<file path="src/rtl/tone_seq_pkg.sv">
// Shared types and default widths for the tone sequencer and its table.
package tone_seq_pkg;

    localparam int TS_ACC_W   = 32;
    localparam int TS_DWELL_W = 24;
    localparam int TS_DEPTH   = 8;
    localparam int TS_IDX_W   = $clog2(TS_DEPTH);

    typedef enum logic [1:0] {
        ST_IDLE = 2'd0,
        ST_RUN  = 2'd1,
        ST_DONE = 2'd2
    } tone_seq_state_e;

    // Field order matches the config word: dwell in the upper bits, step below.
    typedef struct packed {
        logic [TS_DWELL_W-1:0] dwell;
        logic [TS_ACC_W-1:0]   step;
    } tone_seq_entry_t;

endpackage

</file>
<file path="src/rtl/tone_sequencer_if.sv">
// AXI-stream style data/valid/ready bundle; used for both the config and the step streams.
interface tone_sequencer_if #(
    parameter int WIDTH = 32
);
    logic [WIDTH-1:0] tdata;
    logic             tvalid;
    logic             tready;

    modport master (output tdata, output tvalid, input tready);
    modport slave  (input tdata, input tvalid, output tready);
endinterface

</file>
<file path="src/rtl/tone_seq_table.sv">
// Entry register file: one write port, one combinational read port.
// Latency: write visible the cycle after the write edge; read is same-cycle.
// Backpressure: none, the owner gates writes.
module tone_seq_table #(
    parameter int WIDTH = 56,
    parameter int DEPTH = 8
) (
    input  logic                     aclk,
    input  logic                     wr_en,
    input  logic [$clog2(DEPTH)-1:0] wr_addr,
    input  logic [WIDTH-1:0]         wr_dat,
    input  logic [$clog2(DEPTH)-1:0] rd_addr,
    output logic [WIDTH-1:0]         rd_dat
);

    logic [WIDTH-1:0] mem [DEPTH];

    always_ff @(posedge aclk) begin
        if (wr_en) begin
            mem[wr_addr] <= wr_dat;
        end
    end

    assign rd_dat = mem[rd_addr];

endmodule

</file>
<file path="src/rtl/tone_sequencer.sv">
// Plays a loaded table of {step, dwell} entries onto the NCO step stream.
// Latency: start to first valid step is one cycle; entries follow back-to-back.
// Backpressure: step output holds and dwell freezes while tready is low.
module tone_sequencer
    import tone_seq_pkg::*;
#(
    parameter int ACC_WIDTH   = TS_ACC_W,
    parameter int DWELL_WIDTH = TS_DWELL_W,
    parameter int DEPTH       = TS_DEPTH
) (
    input  logic                     aclk,
    input  logic                     arst_n,
    tone_sequencer_if.slave          s_axis_cfg,
    tone_sequencer_if.master         m_axis_step,
    input  logic                     start,
    input  logic                     stop,
    input  logic                     clear,
    input  logic                     loop_en,
    output logic                     busy,
    output logic                     done,
    output logic                     err,
    output logic [$clog2(DEPTH)-1:0] entry_idx
);

    localparam int IDX_W = $clog2(DEPTH);
    localparam int CNT_W = IDX_W + 1;
    localparam int ENT_W = ACC_WIDTH + DWELL_WIDTH;

    tone_seq_state_e        state;
    logic [CNT_W-1:0]       count;
    logic [IDX_W-1:0]       idx;
    logic [DWELL_WIDTH-1:0] dwell_cnt;
    logic [ACC_WIDTH-1:0]   step_q;
    logic                   step_vld_q;
    logic                   cfg_rdy_q;

    logic                   cfg_hs;
    logic                   step_hs;
    logic                   wr_en;
    logic                   last;
    logic [CNT_W-1:0]       count_nxt;
    logic [IDX_W-1:0]       rd_addr;
    logic [ENT_W-1:0]       rd_dat;
    logic [ACC_WIDTH-1:0]   rd_step;
    logic [DWELL_WIDTH-1:0] rd_dwell;
    logic [DWELL_WIDTH-1:0] rd_dwell_eff;

    assign cfg_hs    = s_axis_cfg.tvalid && cfg_rdy_q;
    assign step_hs   = step_vld_q && m_axis_step.tready;
    assign wr_en     = cfg_hs && !clear && (state == ST_IDLE);
    assign count_nxt = clear ? '0 : (wr_en ? count + CNT_W'(1) : count);

    // The wrap point is the loaded count, not the table depth.
    assign last    = ({1'b0, idx} == (count - CNT_W'(1)));
    assign rd_addr = ((state == ST_RUN) && !last) ? idx + IDX_W'(1) : '0;

    tone_seq_table #(
        .WIDTH (ENT_W),
        .DEPTH (DEPTH)
    ) u_table (
        .aclk    (aclk),
        .wr_en   (wr_en),
        .wr_addr (count[IDX_W-1:0]),
        .wr_dat  (s_axis_cfg.tdata),
        .rd_addr (rd_addr),
        .rd_dat  (rd_dat)
    );

    assign rd_step      = rd_dat[ACC_WIDTH-1:0];
    assign rd_dwell     = rd_dat[ENT_W-1:ACC_WIDTH];
    assign rd_dwell_eff = (rd_dwell == '0) ? DWELL_WIDTH'(1) : rd_dwell;

    always_ff @(posedge aclk or negedge arst_n) begin
        if (!arst_n) begin
            state      <= ST_IDLE;
            count      <= '0;
            idx        <= '0;
            dwell_cnt  <= '0;
            step_q     <= '0;
            step_vld_q <= 1'b0;
            cfg_rdy_q  <= 1'b0;
            busy       <= 1'b0;
            done       <= 1'b0;
            err        <= 1'b0;
        end else begin
            done <= 1'b0;
            err  <= 1'b0;
            unique case (state)
                ST_IDLE: begin
                    count <= count_nxt;
                    if (start && !stop && !clear && (count != '0)) begin
                        state      <= ST_RUN;
                        idx        <= '0;
                        dwell_cnt  <= rd_dwell_eff;
                        step_q     <= rd_step;
                        step_vld_q <= 1'b1;
                        busy       <= 1'b1;
                        cfg_rdy_q  <= 1'b0;
                    end else begin
                        err       <= start && !stop;
                        cfg_rdy_q <= (count_nxt < CNT_W'(DEPTH));
                    end
                end
                ST_RUN: begin
                    if (stop) begin
                        state      <= ST_IDLE;
                        idx        <= '0;
                        dwell_cnt  <= '0;
                        step_q     <= '0;
                        step_vld_q <= 1'b0;
                        busy       <= 1'b0;
                        cfg_rdy_q  <= (count < CNT_W'(DEPTH));
                    end else if (step_hs) begin
                        if (dwell_cnt == DWELL_WIDTH'(1)) begin
                            if (last && !loop_en) begin
                                state      <= ST_DONE;
                                dwell_cnt  <= '0;
                                step_q     <= '0;
                                step_vld_q <= 1'b0;
                                busy       <= 1'b0;
                                done       <= 1'b1;
                            end else begin
                                idx       <= last ? '0 : idx + IDX_W'(1);
                                dwell_cnt <= rd_dwell_eff;
                                step_q    <= rd_step;
                            end
                        end else begin
                            dwell_cnt <= dwell_cnt - DWELL_WIDTH'(1);
                        end
                    end
                end
                ST_DONE: begin
                    state     <= ST_IDLE;
                    idx       <= '0;
                    cfg_rdy_q <= (count < CNT_W'(DEPTH));
                end
                default: begin
                    state <= ST_IDLE;
                end
            endcase
        end
    end

    assign s_axis_cfg.tready  = cfg_rdy_q;
    assign m_axis_step.tdata  = step_q;
    assign m_axis_step.tvalid = step_vld_q;
    assign entry_idx          = idx;

endmodule

</file>
<file path="src/flat_wrapper.sv">
// flat-port wrapper written by rule: the top's interface ports become plain ports
module tone_sequencer_flat import tone_seq_pkg::*;
#(
    parameter int ACC_WIDTH   = TS_ACC_W,
    parameter int DWELL_WIDTH = TS_DWELL_W,
    parameter int DEPTH       = TS_DEPTH
)
  (aclk, arst_n, start, stop, clear, loop_en, busy, done, err, entry_idx, s_axis_cfg_tdata, s_axis_cfg_tvalid, s_axis_cfg_tready, m_axis_step_tdata, m_axis_step_tvalid, m_axis_step_tready);
  tone_sequencer_if #(.WIDTH(((TS_ACC_W) + (TS_DWELL_W)))) s_axis_cfg_i ();
  tone_sequencer_if #(.WIDTH((TS_ACC_W))) m_axis_step_i ();
  input  logic aclk;
  input  logic arst_n;
  input  logic start;
  input  logic stop;
  input  logic clear;
  input  logic loop_en;
  output logic busy;
  output logic done;
  output logic err;
  output logic [$clog2(DEPTH)-1:0] entry_idx;
  input wire logic [$bits(s_axis_cfg_i.tdata)-1:0] s_axis_cfg_tdata;
  input wire logic [$bits(s_axis_cfg_i.tvalid)-1:0] s_axis_cfg_tvalid;
  output wire logic [$bits(s_axis_cfg_i.tready)-1:0] s_axis_cfg_tready;
  output wire logic [$bits(m_axis_step_i.tdata)-1:0] m_axis_step_tdata;
  output wire logic [$bits(m_axis_step_i.tvalid)-1:0] m_axis_step_tvalid;
  input wire logic [$bits(m_axis_step_i.tready)-1:0] m_axis_step_tready;
  assign s_axis_cfg_i.tdata = s_axis_cfg_tdata;
  assign s_axis_cfg_i.tvalid = s_axis_cfg_tvalid;
  assign s_axis_cfg_tready = s_axis_cfg_i.tready;
  assign m_axis_step_tdata = m_axis_step_i.tdata;
  assign m_axis_step_tvalid = m_axis_step_i.tvalid;
  assign m_axis_step_i.tready = m_axis_step_tready;
  tone_sequencer #(.ACC_WIDTH(ACC_WIDTH), .DWELL_WIDTH(DWELL_WIDTH), .DEPTH(DEPTH)) u_core (.aclk(aclk), .arst_n(arst_n), .s_axis_cfg(s_axis_cfg_i), .m_axis_step(m_axis_step_i), .start(start), .stop(stop), .clear(clear), .loop_en(loop_en), .busy(busy), .done(done), .err(err), .entry_idx(entry_idx));
endmodule
</file>
<file path="config.mk">
export PLATFORM = sky130hd
export DESIGN_NAME = tone_sequencer_flat
export DESIGN_NICKNAME = d
export VERILOG_FILES = /design/src/rtl/tone_seq_pkg.sv /design/src/rtl/tone_sequencer_if.sv /design/src/rtl/tone_seq_table.sv /design/src/rtl/tone_sequencer.sv /design/src/flat_wrapper.sv
export SDC_FILE = /design/constraint.sdc
export NUM_CORES = 1
export LEC_CHECK = 0
export ABC_AREA = 1
export CORE_UTILIZATION = 40
export CTS_BUF_LIST = sky130_fd_sc_hd__clkbuf_16
export DETAILED_ROUTE_END_ITERATION = 8
export HOLD_SLACK_MARGIN = 0.08
export SYNTH_ARGS = -nofsm -noshare
export SYNTH_HDL_FRONTEND = slang
export SYNTH_SLANG_ARGS = --single-unit
</file>
<file path="constraint.sdc">
create_clock -name aclk -period 15.42 [get_ports aclk]
set_input_delay 3.084 -clock aclk [delete_from_list [all_inputs] [get_ports aclk]]
set_output_delay 3.084 -clock aclk [all_outputs]
set_load 0.02 [all_outputs]
</file>
==> out/metrics.csv, run 1 <==
metric,value,unit
status,"complete, no violations",
clock-pin slew on the worst setup and hold paths,0.06,ns
share of layout cells above drive strength 1,7.964,%
RePlAce Congestion,0.8601,
standard-cell rows,85,
Crit Path Class,input port to flop,
cell taking the most area after synthesis,edfxtp_1,
met2 usage,31.09,%
Area Growth Syn to Fin,14.66,%
worst hold path type,flop to flop,
Die X,235.1,um
latest clock arrival within the worst-skew pair,0.62,ns
largest net degree at the start of global routing,107,
Arrival @ worst endpoint,6.10,ns
Worst-Margin Slew,1.184,ns
final WL,53900,um
# Max-Cap Violations,0,
multi-input logic area,0.005426,mm^2
synthesized area per cell,12.35,um^2
unrepaired setup endpoints after global routing,false,
Congestion Overflow GR,0,
Initial Util,40.48,%
flop2flop setup slack,10.07,ns
fin. max-slew vios,0,
met1 GRT Util,27.38,%
Sequential cell area,0.01518,mm^2
number of fill cells in the layout,4762,
vias per std cell,5.476,
"FFs w/ async S/R, synth",13.35,%
root buffer cell,clkbuf_16,
cell depth of the worst hold path,1,
"EDFF count, synth",448,
post-detailed-route count of antenna-violating nets,0,
initial antenna violation count,8,
R2R depth,22,
drt drc,0,
top cell type's share of synthesized area,61.88,%
Synth area leaders,"edfxtp_1, dfrtp_1, o221ai_1",
Cell variety after synth,50,
Vias,14057,
Detailed Routing Iterations Pass 1,7,
Mapped Area,0.02174,mm^2
I/O Buffers,103,
crit-path max FO,35,
Die Y,235.1,um
WP data required,15.95,ns
final setup TNS,0,ns
Yosys reg bits,517,
Max Root-Sink Buffers,3,
number of global-route vias before repair,13822,
Finished Layout Cells,2567,
Setup-failing EPs final,0,
CTS HTree Levels,2,
I/O pin cnt,104,
PwrDens,176.3,mW/mm^2
CTS resizes,0,
busiest grt layer,met2,
"Warnings, synthesis",0,
FMAX,0.1797,GHz
hold_buf cts,0,
min Tclk post-route,5.565,ns
global-route wire length before repair,83210,um
n_diodes,0,
maximum vdd drop,0.1226,mV
Synth Flop Type,edfxtp_1,
Setup Buffers After CTS,0,
clk sinks,517,
register area share after synthesis,69.82,%
Hold Crit Start,u_core.m_axis_step.tdata[9],
WHS Endpoint,u_core.m_axis_step.tdata[9],
dpl cells,2470,
worst-case headroom to the max-slew limit,21.04,%
Critical R2R Launch,u_core.count[1],
CP endpoint kind,flop,
final period utilization,36.09,%
Startpoint Class,input port,
Hold Fails Final Rpt,0,
gr usage total,19.58,%
skew final,0.03024,ns
Core Area,0.05371,mm^2
CTS tree,built,
clock buffer count from CTS,52,
met3 usage,3.975,%
Cells after Synth,1761,
die footprint,0.05529,mm^2
hpwl dp,28430,um
r2r endpoint,u_core.dwell_cnt[0],
Synth Net Count,1834,
nets,1901,
Initial DRC Count,1218,
WL per Instance,21.00,um
Pleak,8.937,nW
## state kept, by name (all words and copies together) (netlist names)
signal                    flops
u_core.count                  4
u_core.state                  2
u_core.u_table.mem          448
u_core.entry_idx              3
u_core.dwell_cnt             24
u_core.s_axis_cfg.tready      1
u_core.m_axis_step.tdata     32
u_core.done                   1
u_core.busy                   1
u_core.err                    1
## per-stage QoR
stage / instance area [um^2] / total power, mW / hold slack [ns] / setup slack [ns] / util [%]
3_3_place_gp: 23250 / 3.172 / 0.5133 / 9.328 / 43.30
3_5_place_dp: 23250 / 3.194 / 0.5105 / 9.268 / 43.30
5_1_grt: 24930 / 4.639 / 0.5481 / 9.467 / 46.41
2_1_floorplan: 21740 / 2.767 / 0.4776 / 7.574 / -
4_1_cts: 24930 / 4.430 / 0.5298 / 9.916 / 46.41
6_report: 24930 / 4.396 / 0.5274 / 9.855 / 46.41
## worst max-delay path by stage
stage                          startpoint                            to  slack (ns)  depth (start not counted)
after floorplan                     clear      u_core.u_table.mem[1][0]        7.57                          5
after global placement               stop  u_core.m_axis_step.tdata[11]        9.33                         12
after detailed placement             stop   u_core.m_axis_step.tdata[4]        9.27                         12
after CTS                            stop   u_core.m_axis_step.tdata[2]        9.92                         12
after global routing      u_core.count[1]           u_core.dwell_cnt[0]        9.47                         22
final                                stop   u_core.m_axis_step.tdata[2]        9.86                         12
## synthesized netlist by cell type (32+ instances only)
cell and instances:
clkbuf_1 50, nand4_1 47, nor2_1 219, nand2_1 168, o21ai_0 114, buf_2 32, edfxtp_1 448, inv_1 146
o221ai_1 97, a32o_1 32, dfrtp_1 69, nand3_1 154
## per-layer routing
layer	routed length, um	vias to the layer above
li1	-	6571
met1	24560	7029
met2	25070	359
met3	3066	84
met4	1107	14
met5	100	-
## worst max-delay path: stages
cell and delay (ns):
clkdlybuf4s50_1 0.42, inv_1 0.21, nand2_1 0.12, a311oi_1 0.28
nor2_1 0.13, inv_1 0.09, nand2_1 0.10, nor2_2 0.10
inv_2 0.03, buf_4 0.28, nor2_4 0.90, a32o_1 0.28
## logic make-up after synthesis
logic type	synth area share [%]
AOI/OAI and AO/OA	10.20
xor gates and xnor gates	0.6849
buffers and inverters	5.554
adders and majority gates	0.5180
and+or+nand+nor	13.21
DFF	69.82
## cells in the final DEF (no fill, tap or decap), types with 6 or more instances in the layout
cell type	n
nor2_4	10
clkdlybuf4s50_1	102
ha_1	8
o221ai_1	97
clkbuf_16	52
xor2_1	10
buf_4	22
o21ai_0	114
or2_2	11
inv_1	161
a211oi_1	6
nand4_1	47
xnor2_1	7
nor2_1	212
nand2_2	8
nand3_1	154
inv_2	6
clkinv_1	15
a21oi_1	25
dfrtp_1	69
edfxtp_1	448
nand2_1	168
a32o_1	32
clkinv_2	8
a31oi_1	10
o21ai_1	8
## power by group
group	internal, mW	leakage, nW	switching (mW)
Clock	0.699	0.876	0.531
Sequential	1.65	4.87	0.0973
Combinational	0.470	3.19	0.946
## cell type report
class,count,share of cell area [%]
Tap cell,696,3.493
Clock buffer,52,5.220
Sequential cell,517,60.89
Timing Repair Buffer,124,4.758
Inverter,156,2.374
Multi-Input combinational cell,977,21.77
Clock inverter,45,1.491
Note: power is estimated with default switching activity, not from simulation.
==> run 2, diff against run 1 <==
- clock period: 15.42 -> 5.1 ns (I/O delays scaled with it)
==> out/metrics.csv, run 2 (same netlist as run 1, synthesis figures left out) <==
metric,value,unit,change
I/O Buffers,103,,unchanged
Setup Buffers After CTS,0,,unchanged
FMAX,0.2713,GHz,
vias per std cell,5.542,,+1.2%
Initial DRC Count,1394,,+14%
PwrDens,526.9,mW/mm^2,+200%
Area Growth Syn to Fin,15.62,%,
hpwl dp,29990,um,+5.5%
skew final,0.04741,ns,+0.01717 ns
Die Y,235.1,um,unchanged
sw power,4.784,mW,+200%
gr usage total,20.23,%,+0.65 points
Logic pwr share,32.9,%,+0.7 points
initial antenna violation count,5,,-3
Startpoint Class,flop,,
Pleak,9.019,nW,+0.92%
final hold slack,0.4223,ns,-0.1051 ns
drt drc,0,,unchanged
clock buffer count from CTS,53,,+1.9%
Setup-failing EPs final,0,,unchanged
CTS tree,built,,
standard-cell rows,85,,unchanged
post-detailed-route count of antenna-violating nets,0,,unchanged
# Max-Cap Violations,0,,unchanged
CTS HTree Levels,2,,unchanged
unrepaired setup endpoints after global routing,false,,
Hold Fails Final Rpt,0,,unchanged
Flop pwr share,39.9,%,about the same
global-route wire length before repair,85860,um,+3.2%
max reg flops,448,,unchanged
Power Internal,8.459,mW,+200%
Worst-Margin Slew,1.194,ns,+0.01013 ns
Crit Path Class,flop to flop,,
CP endpoint kind,flop,,
min Tclk post-route,3.685,ns,
hold_buf cts,0,,unchanged
Initial Util,40.48,%,unchanged
clock power share,27.2,%,-0.8 points
largest net degree at the start of global routing,160,,+50%
Arrival @ worst endpoint,4.22,ns,-1.88 ns
Congestion Overflow GR,0,,unchanged
final WL,55890,um,+3.7%
Final Cell Area,0.02514,mm^2,+0.83%
Max Root-Sink Buffers,3,,unchanged
share of layout cells above drive strength 1,8.532,%,+0.57 points
placed cell area,0.02352,mm^2,+1.1%
final setup TNS,0,ns,unchanged
clk sinks,517,,unchanged
worst-case headroom to the max-slew limit,20.18,%,-0.86 points
number of global-route vias before repair,14112,,+2.1%
Sw Ratio,36.12,%,+0.32 points
Core Area,0.05371,mm^2,unchanged
Die X,235.1,um,unchanged
die footprint,0.05529,mm^2,unchanged
I/O pin cnt,104,,unchanged
crit-path max FO,32,,-8.6%
Final Util,46.80,%,+0.39 points
"Most flops, register",u_core.u_table.mem,,
"most common cell after layout, fill and taps aside",edfxtp_1,,
Finished Layout Cells,2584,,+0.66%
WL per Instance,21.63,um,+3.0%
root buffer cell,clkbuf_16,,
WP data required,5.63,ns,-10.32 ns
fin. max-slew vios,0,,unchanged
dpl cells,2483,,+0.53%
worst hold path type,input port to asynchronous set/reset pin,,
RePlAce Congestion,0.8323,,-3.2%
status,"complete, no violations",,
Vias,14321,,+1.9%
final period utilization,72.26,%,
number of fill cells in the layout,4693,,-1.4%
CTS resizes,0,,unchanged
clock-pin slew on the worst setup and hold paths,0.06,ns,about the same
nets,1915,,+0.74%
maximum vdd drop,0.3660,mV,+200%
latest clock arrival within the worst-skew pair,0.62,ns,about the same
most frequent cells in the layout,"edfxtp_1, nor2_1, nand2_1",,
Detailed Routing Iterations Pass 1,5,,-2
[run 2: per-layer routing]
layer | GRT usage (%) | share of wire, % | up-vias
li1 | - | - | 6618
met1 | 27.56 | 44 | 7134
met2 | 33.30 | 48 | 483
met3 | 3.635 | 6.5 | 78
met4 | 5.602 | 1.8 | 8
met5 | 0 | 0.10 | -
[run 2: final timing paths]
| path | start | end | slack [ns] | cells past startpoint |
|---|---|---|---|---|
| min reg2reg | u_core.m_axis_step.tdata[3] | u_core.m_axis_step.tdata[3] | 0.50 | 1 |
| max reg2reg | u_core.dwell_cnt[1] | u_core.m_axis_step.tdata[29] | 1.41 | 13 |
| min in group aclk | u_core.m_axis_step.tdata[3] | u_core.m_axis_step.tdata[3] | 0.50 | 1 |
| max in group asynchronous | arst_n | u_core.m_axis_step.tdata[18] | 3.65 | 2 |
| min | arst_n | u_core.dwell_cnt[5] | 0.42 | 1 |
| max | u_core.dwell_cnt[1] | u_core.m_axis_step.tdata[29] | 1.41 | 13 |
[run 2: power by group through the flow]
stage,sequential (mW),clock (mW),combinational [mW]
2_1_floorplan,5.44,0,2.93
3_3_place_gp,5.36,0,4.29
3_5_place_dp,5.37,0,4.36
4_1_cts,5.29,3.67,4.39
5_1_grt,5.32,3.84,4.81
6_report,5.28,3.60,4.36
[run 2: cell type report]
type | count | area [um^2] | share of cell area, %
clock buffer | 53 | 1326 | 5.277
antenna | 1 | 2.502 | 0.009956
sequential | 517 | 15180 | 60.39
clock inverter | 47 | 286.5 | 1.140
multi-input combinational | 977 | 5433 | 21.61
timing repair buffer | 137 | 1446 | 5.754
inverter | 156 | 590.6 | 2.350
tap | 696 | 870.8 | 3.465
[run 2: through the flow]
step	worst slack [ns]	total power, mW
after CTS	1.444	13.34
after floorplan	0.4347	8.366
after detailed placement	1.243	9.729
final	1.415	13.24
after global placement	1.232	9.652
after global routing	1.117	13.97
[run 2: worst max-delay path: stages (launching register included)]
cell     delay [ns]
dfrtp_1        0.37
inv_1          0.09
ha_1           0.15
inv_1          0.05
nor3_1         0.26
nand4_1        0.53
nand2_2        0.41
inv_2          0.15
nor2_1         0.11
nand2_1        0.10
nor2_2         0.11
inv_2          0.06
nor2_4         0.88
a32o_1         0.30
==> run 3, diff against run 2 <==
- clock period: 5.1 -> 3.7 ns (I/O delays scaled with it)
==> out/metrics.csv, run 3 (same netlist as run 1, synthesis figures left out) <==
metric,value,unit,change
status,"complete, no violations",,
final hold slack,0.5016,ns,+0.07929 ns
nets,1924,,+0.47%
largest net degree at the start of global routing,105,,-34%
WP data required,4.14,ns,-1.49 ns
"most used cell, CP",inv_1,,
final period utilization,91.96,%,+20 points
Vias,14455,,+0.94%
flop2flop setup slack,0.30,ns,-1.12 ns
root buffer cell,clkbuf_16,,
number of global-route vias before repair,14122,,+0.071%
n_diodes,0,,-1
I/O Buffers,103,,unchanged
Detailed Routing Iterations Pass 1,5,,unchanged
standard-cell rows,85,,unchanged
clk sinks,517,,unchanged
Core Area,0.05371,mm^2,unchanged
worst-case headroom to the max-slew limit,29.52,%,+9.3 points
CTS resizes,0,,unchanged
crit-path max FO,34,,+6.3%
"most common cell after layout, fill and taps aside",edfxtp_1,,
Initial DRC Count,1463,,+4.9%
most frequent cells in the layout,"edfxtp_1, nor2_1, nand2_1",,
latest clock arrival within the worst-skew pair,0.63,ns,about the same
"Largest stage delay, worst path",0.51,ns,-0.37 ns
Crit Path Class,flop to flop,,
skew final,0.05825,ns,+0.01084 ns
CP Cell Sequence,"inv_1, ha_1, inv_1, nand2_1, nand2_1, nor2_4, nand3_4, buf_12, nor2_2, buf_4, inv_1, a21oi_2, buf_4, nor2_1, o21ai_0, a22oi_1",,
initial antenna violation count,6,,+1
CTS tree,built,,
Arrival @ worst endpoint,3.84,ns,-0.38 ns
cell depth of the worst hold path,1,,
Max Root-Sink Buffers,3,,unchanged
worst hold path type,flop to flop,,
Die Y,235.1,um,unchanged
"Most flops, register",u_core.u_table.mem,,
Power Total,18.66,mW,+41%
vias per std cell,5.581,,+0.70%
Startpoint Class,flop,,
CTS HTree Levels,2,,unchanged
Congestion Overflow GR,0,,unchanged
global-route wire length before repair,87220,um,+1.6%
Setup-failing EPs final,0,,unchanged
min Tclk post-route,3.402,ns,-0.2829 ns
Hold Crit Start,u_core.m_axis_step.tdata[10],,
CP endpoint kind,flop,,
clock-pin slew on the worst setup and hold paths,0.07,ns,about the same
FMAX,0.2939,GHz,+8.3%
WL per Instance,22.03,um,+1.9%
RePlAce Congestion,0.8839,,+6.2%
max reg flops,448,,unchanged
R2R depth,16,,+3
drt drc,0,,unchanged
clock buffer count from CTS,52,,-1.9%
post-detailed-route count of antenna-violating nets,0,,unchanged
PwrDens,736.6,mW/mm^2,+40%
share of layout cells above drive strength 1,9.556,%,+1.0 points
hpwl dp,31130,um,+3.8%
fin. max-slew vios,0,,unchanged
slowest CP cell,dfrtp_1,,
unrepaired setup endpoints after global routing,false,,
Worst-Margin Slew,1.057,ns,-0.1373 ns
Area Growth Syn to Fin,16.54,%,
Critical R2R Launch,u_core.count[1],,
Hold Fails Final Rpt,0,,unchanged
Pleak,9.096,nW,+0.85%
gr usage total,20.62,%,+0.38 points
die footprint,0.05529,mm^2,unchanged
final WL,57060,um,+2.1%
Initial Util,40.48,%,unchanged
WHS Endpoint,u_core.m_axis_step.tdata[10],,
Die X,235.1,um,unchanged
# Max-Cap Violations,0,,unchanged
r2r endpoint,u_core.dwell_cnt[15],,
I/O pin cnt,104,,unchanged
maximum vdd drop,0.4458,mV,+22%
-- run 3: through the flow --
stage	TNS, ns	setup WS (ns)	cells	area (um^2)	util [%]
5_1_grt	0	0.09098	2590	25340	47.17
3_3_place_gp	0	0.3385	2492	23650	44.03
4_1_cts	0	0.3742	2590	25340	47.17
6_report	0	0.2975	2590	25340	47.17
3_5_place_dp	0	0.3409	2492	23650	44.03
2_1_floorplan	-45.74	-0.2984	1761	21750	-
-- run 3: final cells by class --
| class | instances | area (um^2) |
|---|---|---|
| Tap cell | 696 | 870.8 |
| Sequential cell | 517 | 15180 |
| Fill cell | 4748 | 28370 |
| Clock inverter | 45 | 374.1 |
| Multi-Input combinational cell | 977 | 5433 |
| Inverter | 156 | 590.6 |
| Clock buffer | 52 | 1301 |
| Timing Repair Buffer | 147 | 1587 |
-- run 3: repair_timing --
| item | CTS | global route |
|---|---|---|
| setup buffers | 0 | 0 |
| hold buffers | 1 | 0 |
| endpoints found under the hold margin | 14 | 0 |
-- run 3: where the power goes --
part	switching [mW]	internal, mW	total, mW
clock	2.25	2.92	5.17
sequential	0.403	6.88	7.29
combinational	4.11	2.09	6.21
-- run 3: worst max-delay path by stage --
| stage | start | end | slack (ns) | cells after the start |
|---|---|---|---|---|
| detailed placement | u_core.count[1] | u_core.dwell_cnt[14] | 0.34 | 15 |
| finish | u_core.count[1] | u_core.dwell_cnt[15] | 0.30 | 16 |
| floorplan | clear | u_core.u_table.mem[3][0] | -0.30 | 5 |
| global placement | u_core.count[1] | u_core.dwell_cnt[14] | 0.34 | 15 |
| global route | u_core.count[1] | u_core.dwell_cnt[0] | 0.09 | 21 |
| CTS | u_core.count[1] | u_core.dwell_cnt[15] | 0.37 | 16 |
-- run 3: routing by layer --
metal	vias up	track usage, %	part of all wire [%]
li1	6625	-	-
met4	12	6.120	2.3
met5	-	0	0.15
met3	104	4.045	6.7
met1	7211	29.18	45
met2	503	32.20	46
-- run 3: critical path: cells and delay by family (launching register included) --
family          cells  cell delay (ns)
buf+inv             6             1.17
simple gates        6             0.74
flops               1             0.51
compound gates      3             0.49
fa+ha+maj           1             0.31
